File: config.mk
export PLATFORM = sky130hd
export DESIGN_NAME = mul_arbiter
export DESIGN_NICKNAME = d
export VERILOG_FILES = /design/src/rtl/mul_pkg.sv /design/src/rtl/rr_arbiter.sv /design/src/rtl/mul_arbiter.sv
export SDC_FILE = /design/constraint.sdc
export NUM_CORES = 1
export LEC_CHECK = 0
export ABC_CLOCK_PERIOD_IN_PS = 3060
export BUFFER_PORTS_ARGS = -buffer_cell sky130_fd_sc_hd__buf_2
export CORE_AREA = 2 2 362 364
export CTS_BUF_LIST = sky130_fd_sc_hd__clkbuf_16
export CTS_CLUSTER_DIAMETER = 30
export DETAILED_ROUTE_END_ITERATION = 10
export DIE_AREA = 0 0 364 366
export GPL_TIMING_DRIVEN = 0
export PLACE_DENSITY = 0.4
export SYNTH_ARGS = -nofsm -noshare
export SYNTH_HDL_FRONTEND = slang
export SYNTH_SLANG_ARGS = --single-unit
File: constraint.sdc
create_clock -name clk -period 3.06 [get_ports clk]
set_clock_uncertainty 0.1 [all_clocks]
set_input_delay 0.612 -clock clk [delete_from_list [all_inputs] [get_ports clk]]
set_output_delay 0.612 -clock clk [all_outputs]
set_load 0.05 [all_outputs]
File: src/rtl/mul_pkg.sv
// +--------------------------------------------------------------------------+
// | mul_pkg : shared constants and state encoding for the multiplier arbiter |
// | Rev 1.0 : initial release                                                |
// +--------------------------------------------------------------------------+
`default_nettype none

package mul_pkg;

  localparam int MUL_WIDTH = 64;

  // Datapath command encoding seen on dp_next_state
  localparam logic [1:0] DP_IDLE = 2'b00;
  localparam logic [1:0] DP_EXEC = 2'b01;
  localparam logic [1:0] DP_DONE = 2'b10;

  typedef enum logic [2:0] {
    S_IDLE = 3'd0,
    S_LOAD = 3'd1,
    S_EXEC = 3'd2,
    S_DONE = 3'd3,
    S_RESP = 3'd4
  } state_t;

endpackage

`default_nettype wire

File: src/rtl/rr_arbiter.sv
// +--------------------------------------------------------------------------+
// | rr_arbiter : combinational round-robin pick, first set bit from rr_ptr_i |
// | Rev 1.0 : initial release                                                |
// +--------------------------------------------------------------------------+
`default_nettype none

module rr_arbiter #(
  parameter int N_REQ = 4,
  parameter int IDX_W = 2
) (
  input  logic [N_REQ-1:0] req_i,
  input  logic [IDX_W-1:0] rr_ptr_i,
  output logic             valid_o,
  output logic [N_REQ-1:0] win_onehot_o,
  output logic [IDX_W-1:0] win_idx_o
);

  always_comb begin
    logic [IDX_W:0]   sum;
    logic [IDX_W-1:0] pos;
    sum          = '0;
    pos          = '0;
    valid_o      = 1'b0;
    win_onehot_o = '0;
    win_idx_o    = '0;
    // Walk upward from the pointer, wrapping modulo N_REQ
    for (int k = 0; k < N_REQ; k++) begin
      sum = {1'b0, rr_ptr_i} + (IDX_W+1)'(k);
      if (sum >= (IDX_W+1)'(N_REQ)) begin
        sum = sum - (IDX_W+1)'(N_REQ);
      end
      pos = sum[IDX_W-1:0];
      if (!valid_o && req_i[pos]) begin
        valid_o           = 1'b1;
        win_idx_o         = pos;
        win_onehot_o[pos] = 1'b1;
      end
    end
  end

endmodule

`default_nettype wire

File: src/rtl/mul_arbiter.sv
// +--------------------------------------------------------------------------+
// | mul_arbiter : round-robin sharing of one Booth multiplier datapath       |
// | Option      : MUL_ARB_ZERO_BYPASS_EN skips the datapath for 0 operands   |
// | Rev 1.0 : initial release                                                |
// +--------------------------------------------------------------------------+
`default_nettype none

module mul_arbiter
  import mul_pkg::*;
#(
  parameter int N_REQ = 4,
  parameter int WIDTH = MUL_WIDTH,
  parameter int CNT_W = 7
) (
  input  logic                     clk,
  input  logic                     reset,
  input  logic [N_REQ-1:0]         req,
  input  logic [N_REQ*WIDTH-1:0]   req_multiplier,
  input  logic [N_REQ*WIDTH-1:0]   req_multiplicand,
  output logic [N_REQ-1:0]         gnt,
  output logic [N_REQ-1:0]         rsp_valid,
  output logic [2*WIDTH-1:0]       rsp_result,
  output logic                     busy,
  output logic [1:0]               dp_next_state,
  output logic [CNT_W-1:0]         dp_count,
  output logic [WIDTH-1:0]         dp_multiplier,
  output logic [WIDTH-1:0]         dp_multiplicand,
  input  logic [2*WIDTH-1:0]       dp_result
);

  localparam int IDX_W = (N_REQ > 1) ? $clog2(N_REQ) : 1;

  state_t              state_q, state_d;
  logic [IDX_W-1:0]    ptr_q, ptr_d;
  logic [N_REQ-1:0]    gnt_q, gnt_d;
  logic [N_REQ-1:0]    rsp_valid_q, rsp_valid_d;
  logic [2*WIDTH-1:0]  rsp_result_q, rsp_result_d;
  logic [CNT_W-1:0]    count_q, count_d;
  logic [WIDTH-1:0]    mpl_q, mpl_d;
  logic [WIDTH-1:0]    mcd_q, mcd_d;
  logic                bypass_q, bypass_d;

  logic [WIDTH-1:0]    mpl_arr [N_REQ];
  logic [WIDTH-1:0]    mcd_arr [N_REQ];
  logic                win_valid;
  logic [N_REQ-1:0]    win_onehot;
  logic [IDX_W-1:0]    win_idx;
  logic                win_zero;

  for (genvar i = 0; i < N_REQ; i++) begin : g_unpack
    assign mpl_arr[i] = req_multiplier[i*WIDTH +: WIDTH];
    assign mcd_arr[i] = req_multiplicand[i*WIDTH +: WIDTH];
  end

  rr_arbiter #(
    .N_REQ (N_REQ),
    .IDX_W (IDX_W)
  ) u_rr_arbiter (
    .req_i        (req),
    .rr_ptr_i     (ptr_q),
    .valid_o      (win_valid),
    .win_onehot_o (win_onehot),
    .win_idx_o    (win_idx)
  );

`ifdef MUL_ARB_ZERO_BYPASS_EN
  assign win_zero = (mpl_arr[win_idx] == '0) || (mcd_arr[win_idx] == '0);
`else
  assign win_zero = 1'b0;
`endif

  always_comb begin
    state_d      = state_q;
    ptr_d        = ptr_q;
    gnt_d        = gnt_q;
    rsp_valid_d  = '0;
    rsp_result_d = rsp_result_q;
    count_d      = count_q;
    mpl_d        = mpl_q;
    mcd_d        = mcd_q;
    bypass_d     = bypass_q;
    case (state_q)
      S_IDLE: begin
        gnt_d   = '0;
        count_d = '0;
        if (win_valid) begin
          gnt_d    = win_onehot;
          mpl_d    = mpl_arr[win_idx];
          mcd_d    = mcd_arr[win_idx];
          bypass_d = win_zero;
          ptr_d    = (win_idx == IDX_W'(N_REQ-1)) ? '0 : win_idx + IDX_W'(1);
          state_d  = win_zero ? S_RESP : S_LOAD;
        end
      end
      S_LOAD: begin
        count_d = '0;
        state_d = S_EXEC;
      end
      S_EXEC: begin
        count_d = count_q + CNT_W'(1);
        if (count_q == CNT_W'(WIDTH-1)) begin
          state_d = S_DONE;
        end
      end
      S_DONE: begin
        count_d = '0;
        state_d = S_RESP;
      end
      S_RESP: begin
        // Result and pulse land together with the return to idle
        rsp_result_d = bypass_q ? '0 : dp_result;
        rsp_valid_d  = gnt_q;
        gnt_d        = '0;
        state_d      = S_IDLE;
      end
      default: begin
        state_d = S_IDLE;
      end
    endcase
  end

  always_ff @(posedge clk) begin
    if (reset) begin
      state_q      <= S_IDLE;
      ptr_q        <= '0;
      gnt_q        <= '0;
      rsp_valid_q  <= '0;
      rsp_result_q <= '0;
      count_q      <= '0;
      mpl_q        <= '0;
      mcd_q        <= '0;
      bypass_q     <= 1'b0;
    end else begin
      state_q      <= state_d;
      ptr_q        <= ptr_d;
      gnt_q        <= gnt_d;
      rsp_valid_q  <= rsp_valid_d;
      rsp_result_q <= rsp_result_d;
      count_q      <= count_d;
      mpl_q        <= mpl_d;
      mcd_q        <= mcd_d;
      bypass_q     <= bypass_d;
    end
  end

  always_comb begin
    case (state_q)
      S_EXEC:  dp_next_state = DP_EXEC;
      S_DONE:  dp_next_state = DP_DONE;
      default: dp_next_state = DP_IDLE;
    endcase
  end

  assign gnt             = gnt_q;
  assign rsp_valid       = rsp_valid_q;
  assign rsp_result      = rsp_result_q;
  assign busy            = (state_q != S_IDLE);
  assign dp_count        = count_q;
  assign dp_multiplier   = mpl_q;
  assign dp_multiplicand = mcd_q;

endmodule

`default_nettype wire

# == Word-level counts from Yosys, hierarchy flattened ==
# Index checks and enable logic that the tools add are counted.
# word_totals
input_bits,646
reg_bits,276
elab_cells,107
# classes
n_reduce_logical,18
bitwise_logic,5
n_eq_ne,8
n_mux,46
n_lt_le_gt_ge,13
add_sub_neg,9
# ops
cell,count
binary-select mux 64 bit (select 2 bit),2
2-to-1 mux 64 bit,4
2-to-1 mux 4 bit,5
2-to-1 mux 2 bit,9
one-hot mux 7 bit (2 select lines),1
"greater-or-equal comparator 3 bit, second input constant",4
"< comparator 2 x 3 -> 1 bit, second input constant",4
2-to-1 mux 1 bit,12
bitwise OR 4 bit,3
one-hot mux 3 bit (4 select lines),1
binary-select mux 1 bit (select 2 bit),4
demux 1 bit (select 2 bit),4
"greater-or-equal comparator 2 x 1 -> 1 bit, second input constant",4
one-hot mux 4 bit (2 select lines),1
"subtractor 2 x 1 -> 2 bit, second input constant",4
"adder 7 x 1 -> 7 bit, second input constant",1
"== test 7 x 6 -> 1 bit, second input constant",1
logical AND 1 bit,7
"adder 2 x 2 -> 3 bit, second input constant",2
"== test 3 x 2 -> 1 bit, second input constant",2
2-to-1 mux 3 bit,2
one-hot mux 2 bit (2 select lines),1
AND reduction 2 bit,2
nonzero test 2 bit,2
15 further kinds,17

# == Depth between registers and ports, before layout ==
# Gate-level depths: netlist (run 1).
# depth
ltp_word,18
mapped_depth,14
ltp_nobuf,8

# == By module ==
# Synthesis (run 1) repeated with hierarchy kept, for this count alone.
# unflattened
cells_unflattened,1126
hier_area_um2,12593.3
# by_module_without_submodules
module,area_each_um2,cells_each,n_inst
mul_arbiter,12174.2,1081,1
rr_arbiter,419.2,45,1

# == Least setup slack after synthesis (run 1) ==
# OpenSTA, ideal clock, no wires.
# synth_path
path_type,flip-flop to flip-flop
start,register ptr_q[0]
end,register mpl_q[31] (netlist: dp_multiplier[31])
setup_ns,0.124
stages_incl_launch_ff,14
arrival_time_ns,3.019
slack_ns,-0.183
required_ns,2.836
cell_sequence,dfxtp_1 buf_2 inv_1 ha_1 buf_2 mux4_2 o21ba_2 nor3_1 buf_4 buf_6 buf_4 a22o_1 a211oi_1 o31ai_1
# synth_between
elab_chain_cells,18
elab_cells_between_ends,42
# synth_rtl
item,line_no,source
"start, declared",mul_arbiter.sv:34,"logic [IDX_W-1:0] ptr_q, ptr_d;"
"start signal, assigned",mul_arbiter.sv:135,ptr_q <= ptr_d;
branches (longest 18 deep; another with adder 2 x 1 -> 3 bit),--,
"end signal, assigned",mul_arbiter.sv:140,mpl_q <= mpl_d;
"end, declared",mul_arbiter.sv:39,"logic [WIDTH-1:0] mpl_q, mpl_d;"
# Parallel ways; which one is timed is not known. The select of a mux whose other input is x is not followed.
# A chain may end at the register's enable or synchronous reset.

# == Worst setup path in the final report (run 1) ==
# layout_path
start,register ptr_q[0]
end,register mpl_q[58] (netlist: dp_multiplier[58])
# The elaborated chain is that of the path after synthesis.

==> impl_metrics.toml, run 1 <==
[status]
status = "finished with violations"
violations = "setup timing"

[setup_path]
start_kind = "register"
path_class = "reg2reg"
crit_top_cell = "buf_6"
slowest_stage = "mux4_2"
crit_path_max_incr_delay_ps = 560
cp.required_ps = 3530
path_max_fanout = 10
end_kind = "register"
path_cells = "buf_8, clkinvlp_4, ha_4, buf_6, mux4_2, o21ba_4, buf_6, nor2_4, or2_4, buf_12, clkbuf_16, nor3_2, o31ai_1"
critical_path_arrival_ps = 3800

[sta]
finalCritPeriodShare_pct = 109
relSlewSlack_pct = 11.5
rsz0062_at_grt = "yes"
report.final.slew_viol_count = 0
min_period_ps = 3330
hold_viol = 0
worstMarginPinSlew_ps = 1330
fmax_mhz = 301
setup_viol = 129
worst_slack_ps = -266
hold_ws_ps = 67.4

[detailed_routing]
initialDrtViolationCount = 1387
wl_per_cell_um = 27.3
via_count = 22563
antenna_left = 0
viasPerCell = 4.45
route.detailed.drc = 0
wl_um = 139000
dr.pass1.iters = 6

[synthesis]
ys.flop_type = "dfxtp_1"
postSynthCellCount = 2081
ys_seq_area_share_pct = 35.1
synth.largest_area_cell = "dfxtp_1"
synth-edff-count = 0
syn-num-nets = 2736
synth_area_leaders = "dfxtp_1 (35%), nand2_1 (9.5%), nor3_1 (8.2%)"
async_reset_ff_share_pct = 0
synth_warnings = 0
netlist_area_um2 = 15800
syn_area_per_cell_um2 = 7.57
synth_top_area_share_pct = 35.1
synth.distinct_cells = 50
ys_ff_latch = 276

[die]
dieHeight_um = 366
io_pins = 920
die_x_um = 364
fp-row-count = 132
core_um2 = 129000
die_area_um2 = 133000
start_util_pct = 12.2

[pwr]
power_density_nw_per_um2 = 1230
p_leak_nw = 12.4
switching_power_mw = 17.7
p_int_mw = 19.4
seqPwrFrac_pct = 13.2
clkPwrFrac_pct = 26.0
ir_worst_vdd_uv = 494
sw_frac_of_total_pct = 47.7
power_mw = 37.2
p_comb_share_pct = 60.8

[global_routing]
track_usage_pct = 19.8
grt_pass1_wl_um = 183000
gr-total-overflow = 0
grt_pass1_vias = 22917
grt_max_degree = 16
grt_antenna_before_repair = 64

[cells_and_area]
area_growth_pct = 92.2
fillers = 14452
layout_common_cells = "buf_2 (928), nand2_1 (399), dfxtp_1 (274)"
finalNetCount = 3881
instances_no_fill = 5075
drive_gt1_share_pct = 47.0
final_common_cell = "buf_2"

[cts]
cts.sink_count = 276
path_clk_slew_ps = 40
numCtsBuffers = 98
htree_num_levels = 3
insertion_delay_ps = 690
clock_path_buffers = 3
cts_tree = "done"
clk_root_buffer_cell = "clkbuf_16"

[place]
dp.cells = 4740
finalWeightedCongestion = 0.863
portBuffers = 916
hpwlAfterDp_um = 107000

[min_path]
min_path_type = "in2reg"

[flow_run]
drv_cap = 0
==> flip-flops by register name, summed over array words and instances (netlist names) <==
| name | flops |
|---|---|
| gnt | 4 |
| state_q | 3 |
| dp_multiplicand | 64 |
| rsp_result | 128 |
| rsp_valid | 4 |
| ptr_q | 2 |
| dp_multiplier | 64 |
| dp_count | 7 |
==> power by group through the flow <==
stage / Sequential, mW / Combinational [mW] / Clock (mW)
2_1_floorplan: 7.48 / 7.26 / 0
3_3_place_gp: 4.96 / 16.6 / 0
3_5_place_dp: 4.97 / 16.6 / 0
4_1_cts: 4.92 / 21.4 / 9.86
5_1_grt: 5.01 / 23.9 / 10.1
6_report: 4.92 / 22.6 / 9.67
==> timing repair <==
action	4_1_cts	5_1_grt
pin swaps	98	53
hold endpoints to repair	38	0
hold buffers	38	0
buffers inserted	54	14
endpoints found under the setup margin	214	130
cloned	20	8
gates resized for setup	529	163
==> per-layer routing <==
layer	global-route usage [%]	wire length, um
met5	0	195
met4	10.7	8630
met3	7.09	12500
met2	34.3	67400
met1	20.8	50000
==> Yosys cell counts, types with 4 or more instances <==
| library cell | n |
|---|---|
| o211ai_1 | 128 |
| nor2_1 | 22 |
| buf_2 | 42 |
| o31ai_1 | 128 |
| buf_4 | 11 |
| buf_1 | 4 |
| a221oi_1 | 4 |
| a211oi_1 | 130 |
| nand2_1 | 399 |
| nand3_1 | 4 |
| nor3_1 | 258 |
| o21ai_0 | 11 |
| and3_1 | 5 |
| dfxtp_1 | 276 |
| clkbuf_1 | 187 |
| a22oi_1 | 5 |
| inv_1 | 6 |
| ha_1 | 9 |
| a31oi_1 | 129 |
| a21oi_1 | 138 |
| buf_6 | 9 |
| a22o_1 | 128 |
| nand2b_1 | 4 |
==> path summary, 6_finish.rpt <==
kind	slack, ps	depth (start not counted)	to	from
worst max-delay path	-270	13	dp_multiplier[58]$_SDFFE_PP0P_	ptr_q[0]$_SDFFE_PP0P_
worst min-delay path	70	3	rsp_result[40]$_SDFFE_PP0N_	dp_result[40]
worst max register to register	-270	13	dp_multiplier[58]$_SDFFE_PP0P_	ptr_q[0]$_SDFFE_PP0P_
worst min register to register	350	2	dp_multiplier[17]$_SDFFE_PP0P_	dp_multiplier[17]$_SDFFE_PP0P_
==> worst max-delay path: cells and delay by family (launching register included) <==
family,cells,cell delay (ps)
buf+inv,6,750
fa+ha+maj,1,280
simple gates,3,740
compound gates,2,420
flops,1,350
mux,1,560
==> logic make-up (layout without fill, tap and decap cells) <==
| family | count (synthesis) | in the layout | synth area share (%) |
|---|---|---|---|
| AOI/OAI and AO/OA | 815 | 815 | 36.6 |
| xor gates and xnor gates | 3 | 3 | 0.167 |
| adders and majority gates | 9 | 9 | 0.715 |
| buffers and inverters | 260 | 1480 | 7.23 |
| DFF | 276 | 276 | 35.1 |
| muxes | 4 | 4 | 0.492 |
| other | 0 | 32 | 0 |
| and+or+nand+nor | 714 | 714 | 19.7 |
==> cell type report <==
cell class / instances / area [um^2] / share of cell area, %
multi-input cells: 1545 / 10600 / 35.1
repair buffers: 1049 / 6430 / 21.2
flip-flops and latches: 276 / 5530 / 18.3
clock buffers: 99 / 2480 / 8.18
plain buffers: 250 / 2210 / 7.30
well taps: 1742 / 2180 / 7.20
clock inverters: 76 / 717 / 2.37
diodes: 32 / 80.1 / 0.264
inverters: 6 / 26.3 / 0.0868
==> per-stage QoR <==
stage | setup WS [ps] | setup TNS [ps] | utilization [%] | cell area (um^2)
finish | -266 | -18650 | 23.5 | 30300
floorplan | 11.5 | 0 | - | 15800
CTS | -275 | -20560 | 22.8 | 29400
global route | -394 | -33970 | 23.5 | 30300
global placement | -2930 | -222240 | 17.5 | 22500
detailed placement | -2330 | -187210 | 17.5 | 22600
Power figures use the tool's default switching activity.
==> run 2, diff against run 1 <==
--- a/config.mk
+++ b/config.mk
@@ -14,6 +14,7 @@
 export DIE_AREA = 0 0 364 366
 export GPL_TIMING_DRIVEN = 0
 export PLACE_DENSITY = 0.4
+export SETUP_SLACK_MARGIN = 0.5
 export SYNTH_ARGS = -nofsm -noshare
 export SYNTH_HDL_FRONTEND = slang
 export SYNTH_SLANG_ARGS = --single-unit
==> impl_metrics.toml, run 2 (synthesis results as in run 1) <==
[cells_and_area]
instances_no_fill = 5045
final_cell_area_um2 = 30000
drive_gt1_share_pct = 47.5
finalNetCount = 3848
layout_common_cells = "buf_2 (930), nand2_1 (398), dfxtp_1 (274)"
final_common_cell = "buf_2"
area_growth_pct = 90.4
largest_register_ff_count = 128
final_util_pct = 23.3

[setup_path]
crit_family = "buffers and inverters"
reg2regPathDepth = 15
crit_start = "ptr_q[0]$_SDFFE_PP0P_"
crit_path_max_incr_delay_ps = 350
critical_path_arrival_ps = 3730
path_max_fanout = 10
end_kind = "register"
r2r_end = "dp_multiplier[36]$_SDFFE_PP0P_"
cp.required_ps = 3510
r2r_start = "ptr_q[0]$_SDFFE_PP0P_"
r2r_setup_slack_ps = -220
start_kind = "register"
path_class = "reg2reg"
slowest_stage = "o31ai_2"
path_cells = "buf_8, inv_8, ha_4, buf_8, buf_4, mux2i_1, o21ba_4, buf_4, buf_6, nor2_2, or2_4, buf_12, clkbuf_4, nor3_1, o31ai_2"
cp_num_cells = 15
timing.critical_path.to = "dp_multiplier[36]$_SDFFE_PP0P_"
path_buf_inv = 8

[pwr]
power_mw = 37.4
p_comb_share_pct = 58.4
ir_worst_vdd_uv = 547
switching_power_mw = 17.8
p_int_mw = 19.6
seqPwrFrac_pct = 13.2
sw_frac_of_total_pct = 47.5
clkPwrFrac_pct = 28.5
power_density_nw_per_um2 = 1250
p_leak_nw = 12.4

[die]
dieHeight_um = 366
io_pins = 920
die_area_um2 = 133000
core_um2 = 129000
die_x_um = 364
fp-row-count = 132
start_util_pct = 12.2

[place]
place_area_um2 = 23000
hpwlAfterDp_um = 108000
dp.cells = 4740
finalWeightedCongestion = 0.911
place_ws_ps = -1710
portBuffers = 916

[cts]
clk_root_buffer_cell = "clkbuf_16"
insertion_delay_ps = 660
path_clk_slew_ps = 40
cts_tree = "done"
htree_num_levels = 3
numCtsBuffers = 94
cts.sink_count = 276
clock_path_buffers = 3

[global_routing]
grt_pass1_wl_um = 182000
gr-total-overflow = 0
grt_max_degree = 14
grt_antenna_before_repair = 69
grt_pass1_vias = 22600
track_usage_pct = 19.6

[status]
status = "finished with violations"
violations = "setup timing"

[sta]
min_period_ps = 3280
hold_viol = 0
fmax_mhz = 305
relSlewSlack_pct = 16.4
finalCritPeriodShare_pct = 107
setup_viol = 122
hold_ws_ps = 76.3
worst_slack_ps = -223
fin_setup_tns_ps = -13230
report.final.slew_viol_count = 0
rsz0062_at_grt = "yes"
worstMarginPinSlew_ps = 1250

[detailed_routing]
viasPerCell = 4.44
via_count = 22385
wl_um = 137000
initialDrtViolationCount = 1577
route.detailed.drc = 0
wl_per_cell_um = 27.1
antenna_left = 0
dr.pass1.iters = 7

[flow_run]
drv_cap = 0

[min_path]
min_path_type = "in2reg"
==> run 2: cell types whose count changed in the layout (fill, tap and decap cells not counted), sizes merged <==
| cell | change |
|---|---|
| clkbuf | -6 |
| dlygate4sd3 | -38 |
| diode | -2 |
| bufinv | +13 |
| clkdlybuf4s15 | -1 |
| bufbuf | -2 |
| inv | -8 |
| buf | +16 |
| clkinv | -2 |
==> run 2: layout make-up <==
| cell class | count | area, um^2 |
|---|---|---|
| fillers | 14450 | 99000 |
| inverters | 6 | 35.0 |
| flip-flops and latches | 276 | 5530 |
| multi-input cells | 1545 | 10700 |
| repair buffers | 1016 | 5950 |
| plain buffers | 254 | 2050 |
| well taps | 1742 | 2180 |
| clock buffers | 97 | 2430 |
| diodes | 30 | 75.1 |
| clock inverters | 79 | 1040 |
==> run 2: how the worst min path moves through the flow <==
stage                                      from                                to  slack [ps]  cells past startpoint
2_1_floorplan           state_q[0]$_SDFFE_PP0P_           state_q[2]$_SDFFE_PP0P_         400                      2
3_3_place_gp   dp_multiplicand[29]$_SDFFE_PP0P_  dp_multiplicand[29]$_SDFFE_PP0P_         330                      2
3_5_place_dp   dp_multiplicand[36]$_SDFFE_PP0P_  dp_multiplicand[36]$_SDFFE_PP0P_         330                      2
4_1_cts                          dp_result[103]      rsp_result[103]$_SDFFE_PP0N_           3                      3
5_1_grt                           dp_result[18]       rsp_result[18]$_SDFFE_PP0N_          40                      3
6_report                         dp_result[117]      rsp_result[117]$_SDFFE_PP0N_          80                      3
==> run 2: routing by layer <==
metal | vias up | GRT usage (%) | wire [um]
li1 | 10152 | - | -
met1 | 10823 | 22.9 | 54900
met2 | 1086 | 32.9 | 64200
met3 | 282 | 5.66 | 10400
met4 | 42 | 9.02 | 7020
met5 | - | 0 | 293
==> run 2: what timing repair did <==
action / 4_1_cts / 5_1_grt
hold buffers: 0 / 0
endpoints found under the setup margin: 216 / 179
buffers inserted: 52 / 29
pin swaps: 99 / 79
gates resized for setup: 386 / 184
cloned: 13 / 5
==> run 2: worst min-delay path: stages <==
cell,delay (ps)
buf_2,90
nand2_1,40
a21oi_1,50
==> run 2: power by group through the flow <==
stage | combinational [mW] | sequential, mW | clock (mW)
floorplan | 7.87 | 7.48 | 0
global placement | 17.6 | 4.97 | 0
detailed placement | 17.6 | 4.98 | 0
CTS | 20.7 | 4.92 | 10.8
global route | 23.0 | 5.00 | 11.0
finish | 21.8 | 4.92 | 10.6
